## src/rtl/pipe_ctrl_pkg.sv

```systemverilog
// Shared constants and types for the pipeline controller.
// Stall vectors are indexed [0] PC .. [5] WB; a set bit holds that stage register.
package pipe_ctrl_pkg;

    localparam int          CNT_W_DEF      = 6;
    localparam logic [31:0] EXC_VECTOR_DEF = 32'h0000_0020;
    localparam logic [31:0] EXC_ERET       = 32'h0000_000e;

    localparam logic [5:0] STALL_NONE = 6'b000000;
    localparam logic [5:0] STALL_ID   = 6'b000111;
    localparam logic [5:0] STALL_EX   = 6'b001111;
    localparam logic [5:0] STALL_MEM  = 6'b011111;

    typedef enum logic {
        RUN = 1'b0,
        MC  = 1'b1
    } state_t;

endpackage

```

## src/rtl/pipe_ctrl.sv

```systemverilog
// Pipeline controller: merges ID/EX/MEM stall requests, sequences multi-cycle EX ops, issues flush/redirect.
// Latency: stall/flush/new_pc/ex_mc_done are combinational; busy changes one clk edge after start/abort.
// Backpressure: a pending MEM access freezes the controller and defers any MEM-stage exception.
module pipe_ctrl
    import pipe_ctrl_pkg::*;
#(
    parameter logic [31:0] EXC_VECTOR = EXC_VECTOR_DEF,
    parameter int          CNT_W      = CNT_W_DEF
) (
    input  logic             clk,
    input  logic             rst,
    input  logic             stallreq_id,
    input  logic             stallreq_mem,
    input  logic             ex_mc_start,
    input  logic [CNT_W-1:0] ex_mc_len,
    input  logic [31:0]      excepttype,
    input  logic [31:0]      cp0_epc,
    output logic [5:0]       stall,
    output logic             flush,
    output logic [31:0]      new_pc,
    output logic             ex_mc_done,
    output logic             busy
);

    state_t           state, state_nxt;
    logic [CNT_W-1:0] cnt, cnt_nxt;
    logic             exc_take;
    logic [5:0]       id_stall;

    assign exc_take = (excepttype != 32'h0) && !stallreq_mem;
    assign id_stall = stallreq_id ? STALL_ID : STALL_NONE;

    always_ff @(posedge clk) begin
        if (rst) begin
            state <= RUN;
            cnt   <= '0;
        end else begin
            state <= state_nxt;
            cnt   <= cnt_nxt;
        end
    end

    always_comb begin
        state_nxt  = state;
        cnt_nxt    = cnt;
        stall      = STALL_NONE;
        flush      = 1'b0;
        new_pc     = 32'h0;
        ex_mc_done = 1'b0;

        // Reset forces every output quiet; the register block handles state.
        if (!rst) begin
            if (exc_take) begin
                flush     = 1'b1;
                new_pc    = (excepttype == EXC_ERET) ? cp0_epc : EXC_VECTOR;
                state_nxt = RUN;
                cnt_nxt   = '0;
            end else if (stallreq_mem) begin
                stall = STALL_MEM;
            end else if (state == MC) begin
                if (cnt != '0) begin
                    stall   = STALL_EX;
                    cnt_nxt = cnt - CNT_W'(1);
                end else begin
                    ex_mc_done = 1'b1;
                    state_nxt  = RUN;
                    stall      = id_stall;
                end
            end else if (ex_mc_start) begin
                // The issue cycle counts toward the length, so MC waits len-2 more stalled cycles.
                if (ex_mc_len <= CNT_W'(1)) begin
                    ex_mc_done = 1'b1;
                    stall      = id_stall;
                end else begin
                    stall     = STALL_EX;
                    cnt_nxt   = ex_mc_len - CNT_W'(2);
                    state_nxt = MC;
                end
            end else begin
                stall = id_stall;
            end
        end
    end

    assign busy = (state == MC) && !rst;

endmodule

```

## config.mk

```make
export PLATFORM = sky130hd
export DESIGN_NAME = pipe_ctrl
export DESIGN_NICKNAME = d
export VERILOG_FILES = /design/src/rtl/pipe_ctrl_pkg.sv /design/src/rtl/pipe_ctrl.sv
export SDC_FILE = /design/constraint.sdc
export NUM_CORES = 1
export LEC_CHECK = 0
export ABC_AREA = 1
export CAP_MARGIN = 20
export CORE_MARGIN = 5
export CORE_UTILIZATION = 31
export DETAILED_ROUTE_END_ITERATION = 10
export MAX_ROUTING_LAYER = met4
export PLACE_DENSITY = 0.94
export SLEW_MARGIN = 40
export SYNTH_ARGS = -nofsm -noshare
export SYNTH_HDL_FRONTEND = slang
export SYNTH_SLANG_ARGS = --single-unit
```

## constraint.sdc

```tcl
create_clock -name clk -period 1.6 [get_ports clk]
set_input_delay 0.32 -clock clk [delete_from_list [all_inputs] [get_ports clk]]
set_output_delay 0.32 -clock clk [all_outputs]
set_load 0.01 [all_outputs]
```

* Word-level counts from Yosys, hierarchy flattened *
Cells that the tools add are included.

storage, ports and cells
  bits of input ports = 75
  output and inout bits = 41
  logic and storage cells = 46
  bits in registers = 7

operators by class
  reductions and logical operators = 9
  add/subtract/negate cells = 2
  bitwise operators = 1
  order comparisons = 1
  eq/ne operators = 3
  muxes and demuxes = 28

operators by type and width
  kind                                                                              count
  32-bit 2-to-1 mux                                                                 3
  6-bit 2-to-1 mux                                                                  9
  32-bit by 4-bit == test with 1-bit output, second input constant                  1
  32-bit nonzero test                                                               1
  1-bit 2-to-1 mux                                                                  13
  4-bit 2-to-1 mux                                                                  2
  6-bit by 1-bit less-or-equal comparator with 1-bit output, second input constant  1
  6-bit nonzero test                                                                1
  6-bit by 1-bit subtractor with 6-bit output, second input constant                1
  6-bit by 2-bit subtractor with 6-bit output, second input constant                1
  4-bit AND reduction                                                               1
  3-bit 2-to-1 mux                                                                  1
  1-bit logical AND                                                                 2
  1-bit logical NOT                                                                 2
  2-bit by 1-bit inequality test with 1-bit output, second input constant           1
  2-bit inequality test, second input constant                                      1
  2-bit nonzero test                                                                1
  2-bit OR reduction                                                                1
  1-bit NOT                                                                         1

* Logic depth before layout (Yosys ltp) *
  depth in word-level cells = 7
  mapped depth = 11

* Least setup slack after synthesis *
OpenSTA, ideal clock, no wires.

  kind = in2out
  start point = in excepttype[23]
  end point = out stall[1]
  setup slack = -29 ps
  arrival time = 1,309 ps
  cell stages on the path = 8
  cell sequence = nor2_1 > nand2_1 > nor2_1 > nand2_2 > o21ai_4 > nand3_2 > nand2_1 > buf_4

on the way
  word-level cells in the longest chain between the ends = 4

RTL lines
  what                 RTL line         source
  start, declared      pipe_ctrl.sv:16  input logic [31:0] excepttype,
  32-bit nonzero test  pipe_ctrl.sv:30  assign exc_take = (excepttype != 32'h0) && !stallreq_mem;
  1-bit logical AND    pipe_ctrl.sv:30
  6-bit 2-to-1 mux     pipe_ctrl.sv:53  if (exc_take) begin
  6-bit 2-to-1 mux     pipe_ctrl.sv:52  if (!rst) begin
  end, declared        pipe_ctrl.sv:18  output logic [5:0] stall,

No other way between the ends.

* Worst setup path after layout *
  start point = in excepttype[15]
  end point = out new_pc[13]

on the way
  word-level cells in the longest chain between the ends = 4
  elaborated cells between the ends (all ways) = 6
  those cells by class = 1 x eq/ne; 3 x mux; 2 x reduce/logical

RTL lines
  what                                                                              RTL line                          source
  32-bit by 4-bit == test with 1-bit output or 32-bit nonzero test (tied branches)  pipe_ctrl.sv:55, pipe_ctrl.sv:30
  32-bit 2-to-1 mux or 1-bit logical AND (tied branches)                            pipe_ctrl.sv:55, pipe_ctrl.sv:30
  32-bit 2-to-1 mux (*)                                                             pipe_ctrl.sv:53
  32-bit 2-to-1 mux (*)                                                             pipe_ctrl.sv:52
  end, declared                                                                     pipe_ctrl.sv:20                   output logic [31:0] new_pc,

Every way passes the cells marked *; elsewhere a longest branch is shown, timed or not.

==> results.cfg <==
[clocking]
hold_buffers = 0
clockBufferDepth = 2
cts_num_sinks = 7
cts.clk_slew.worst_paths_ps = 40
cts_tree = done
clock_latency_ps = 230
h-tree-depth = 1
cts_root_buf = clkbuf_8
numCtsBuffers = 3

[sta]
drv_slew = 0
finalSetupTns_ps = -11810
rsz0062_at_grt = yes
max_freq_ghz = 0.509
finalCriticalPeriod_ps = 1960
fin_crit_sh_pct = 123
setup_slack_ps = -365
final_hold_viol_count = 0
clock_skew_ps = 0.846
setup_viol = 43

[global_route]
grt.total_usage_pct = 27.3
grt_pass1_vias = 2304
overflow = 0
grt_antenna_before_repair = 0
grt_first_pass_wirelength_um = 10900
grt_start_max_net_pins = 23

[synth]
synth_area_sq_um = 1210
yosysWarnings = 0
synth-simple-area-share_pct = 59.2
ys_seq_elements = 7
synth-xor-area-share_pct = 0.724
synth_cells = 221
synth_top_family_by_area = simple AND/OR/NAND/NOR gates
synth_compound_area_share_pct = 8.69
muxShareOfSynthArea_pct = 0
synth_cell_types = 25
seq_area_frac_synth_pct = 11.6
synth-adder-area-share_pct = 3.10
syn_area_per_cell_sq_um = 5.47
synth_nets = 299

[power_and_ir_drop]
ir_drop_v = 0.000332
power_leakage_nw = 1.44
p_per_area_nw_per_um2 = 308

[floorplanning]
dieWidth_um = 72.5
initial_core_util_pct = 32.6
core_sq_um = 3720
ioPinCount = 116
die_area_sq_um = 5250
fp.dieH_um = 72.5
rows = 22

[placed_design]
portBuffers = 114
hpwl_um = 4310
place_congestion = 0.957
dpl-instance-area_sq_um = 2540

[setup_path]
cp.required_ps = 1280
start_kind = input port
path_buf_inv = 5
worst-path-max-fanout = 6
cpLargestDelayFamily = buffers and inverters
endpoint_kind = output pin
cp_slowest_cell = nor3_4
path_class = input port to output pin
cp_common_cell = buf_6
cp_cell_sequence = buf_6, nor2_4, nand2_2, buf_6, nor3_4, buf_12, buf_8, nand3_2, nor2_1, buf_2
arrival_ps = 1640
slowest_delay_ps = 220

[finish]
layout.nets = 459
layout-drive-gt1-share_pct = 61.8
antennaDiodeCount = 0
area_delta_synth_final_pct = 176
final_cell_area_sq_um = 3340

[worst_hold_path]
hold_path.class = register to register

[drt]
drt-total-wl_um = 9090
drt_drc_violations_left = 0
vias_per_cell = 5.55
dr.pass1.iters = 5
drt_first_iter_violations = 257
num_vias = 2376
drtAntennaViolNets = 0
routedWlPerCell_um = 21.2

[status]
outcome = finished, violations left
violations = negative setup slack

[flow_run]
maxCapViolCount = 0
==> synth_stat cells (all sizes together) <==
master / count / area (sq um)
nor2: 75 / 297
nand3: 44 / 225
nand2: 36 / 145
inv: 18 / 67.6
buf: 14 / 128
a21oi: 7 / 35.0
dfxtp: 7 / 140
o21ai: 6 / 41.3
ha: 3 / 37.5
nand3b: 2 / 15.0
nand4: 2 / 12.5
nor3: 2 / 21.3
clkinv: 1 / 3.75
conb: 1 / 3.75
o211ai: 1 / 21.3
o31ai: 1 / 7.51
xnor2: 1 / 8.76
==> kinds of logic (layout without fill, tap and decap cells) <==
| kind of cell | after synthesis | in the layout |
|---|---|---|
| AO/OA/AOI/OAI | 15 | 15 |
| XOR/XNOR | 1 | 1 |
| adder cells (fa/ha/maj) | 3 | 3 |
| buffers and inverters | 33 | 191 |
| flip-flops | 7 | 7 |
| other | 1 | 1 |
| AND/OR/NAND/NOR | 161 | 162 |
==> power breakdown <==
part           switching, W  leakage (nW)  internal [W]
Sequential       0.00000723        0.0584      0.000183
Combinational      0.000266          1.35      0.000313
Clock             0.0000887        0.0228      0.000173
==> cell type report <==
type / count / area [sq um]
Clock buffer: 4 / 45.0
Inverter: 19 / 71.3
Multi-Input combinational cell: 182 / 1390
Fill cell: 167 / 372
Timing Repair Buffer: 168 / 1630
Tap cell: 48 / 60.1
Sequential cell: 7 / 144
==> state kept, by name, summed over array words and instances (netlist names) <==
register and cells:
cnt 6, state 1
==> per-stage QoR <==
stage          hold WS [ps]  power (W)  setup slack (ps)  std cells  utilization, %
6_report                638    0.00103              -365        428            90.0
5_1_grt                 656    0.00107              -449        428            90.0
4_1_cts                 560   0.000940              -337        429            79.4
3_5_place_dp            552   0.000605             -1030        394            68.3
3_3_place_gp            546   0.000594              -906        394            68.3
2_1_floorplan           525   0.000347             -5.97        221               -
==> per-layer routing <==
metal  share of wire, %  track usage [%]  up-vias
met5                  0                -        -
met2                 51             48.5      199
met1                 32             28.0     1092
met4                7.4             16.0        0
li1                   -                -     1029
met3                9.0             4.85       56
==> tightest hold or removal path, delay by kind of cell, from the launching register on <==
kind	cells	cell delay, ps
and+or+nand+nor	3	170
buffers and inverters	1	80
DFF	1	330
==> layout by cell type, fill, tap and decap left out, types with 6 or more instances in the layout <==
master | synthesis | layout
inv_1 | 15 | 7
nor2_4 | 0 | 28
nand3_4 | 0 | 10
buf_2 | 3 | 30
buf_4 | 3 | 31
clkdlybuf4s50_1 | 0 | 36
inv_2 | 3 | 11
nor2_2 | 6 | 15
a21oi_1 | 7 | 6
nand3_1 | 43 | 15
nor2_1 | 69 | 32
buf_12 | 0 | 9
nand2_1 | 32 | 21
nand2_2 | 4 | 11
buf_6 | 8 | 49
nand3_2 | 1 | 19
dlygate4sd2_1 | 0 | 6
==> repair_timing <==
| action | 4_1_cts | 5_1_grt |
|---|---|---|
| resized for setup | 348 | 116 |
| pin swaps | 77 | 47 |
| buffers inserted | 26 | 4 |
| cloned | 5 | 1 |
| setup endpoints to repair | 40 | 46 |
==> worst paths after layout <==
| path | start | to | slack [ps] | cells after the start |
|---|---|---|---|---|
| worst min register to register | cnt[5] | cnt[5] | 640 | 4 |
| worst max-delay path | excepttype[15] | new_pc[13] | -360 | 10 |
| worst min-delay path | cnt[5] | cnt[5] | 640 | 4 |
| worst max register to register | cnt[0] | cnt[3] | -80 | 11 |
No activity file was read; power rests on OpenSTA's default activity.
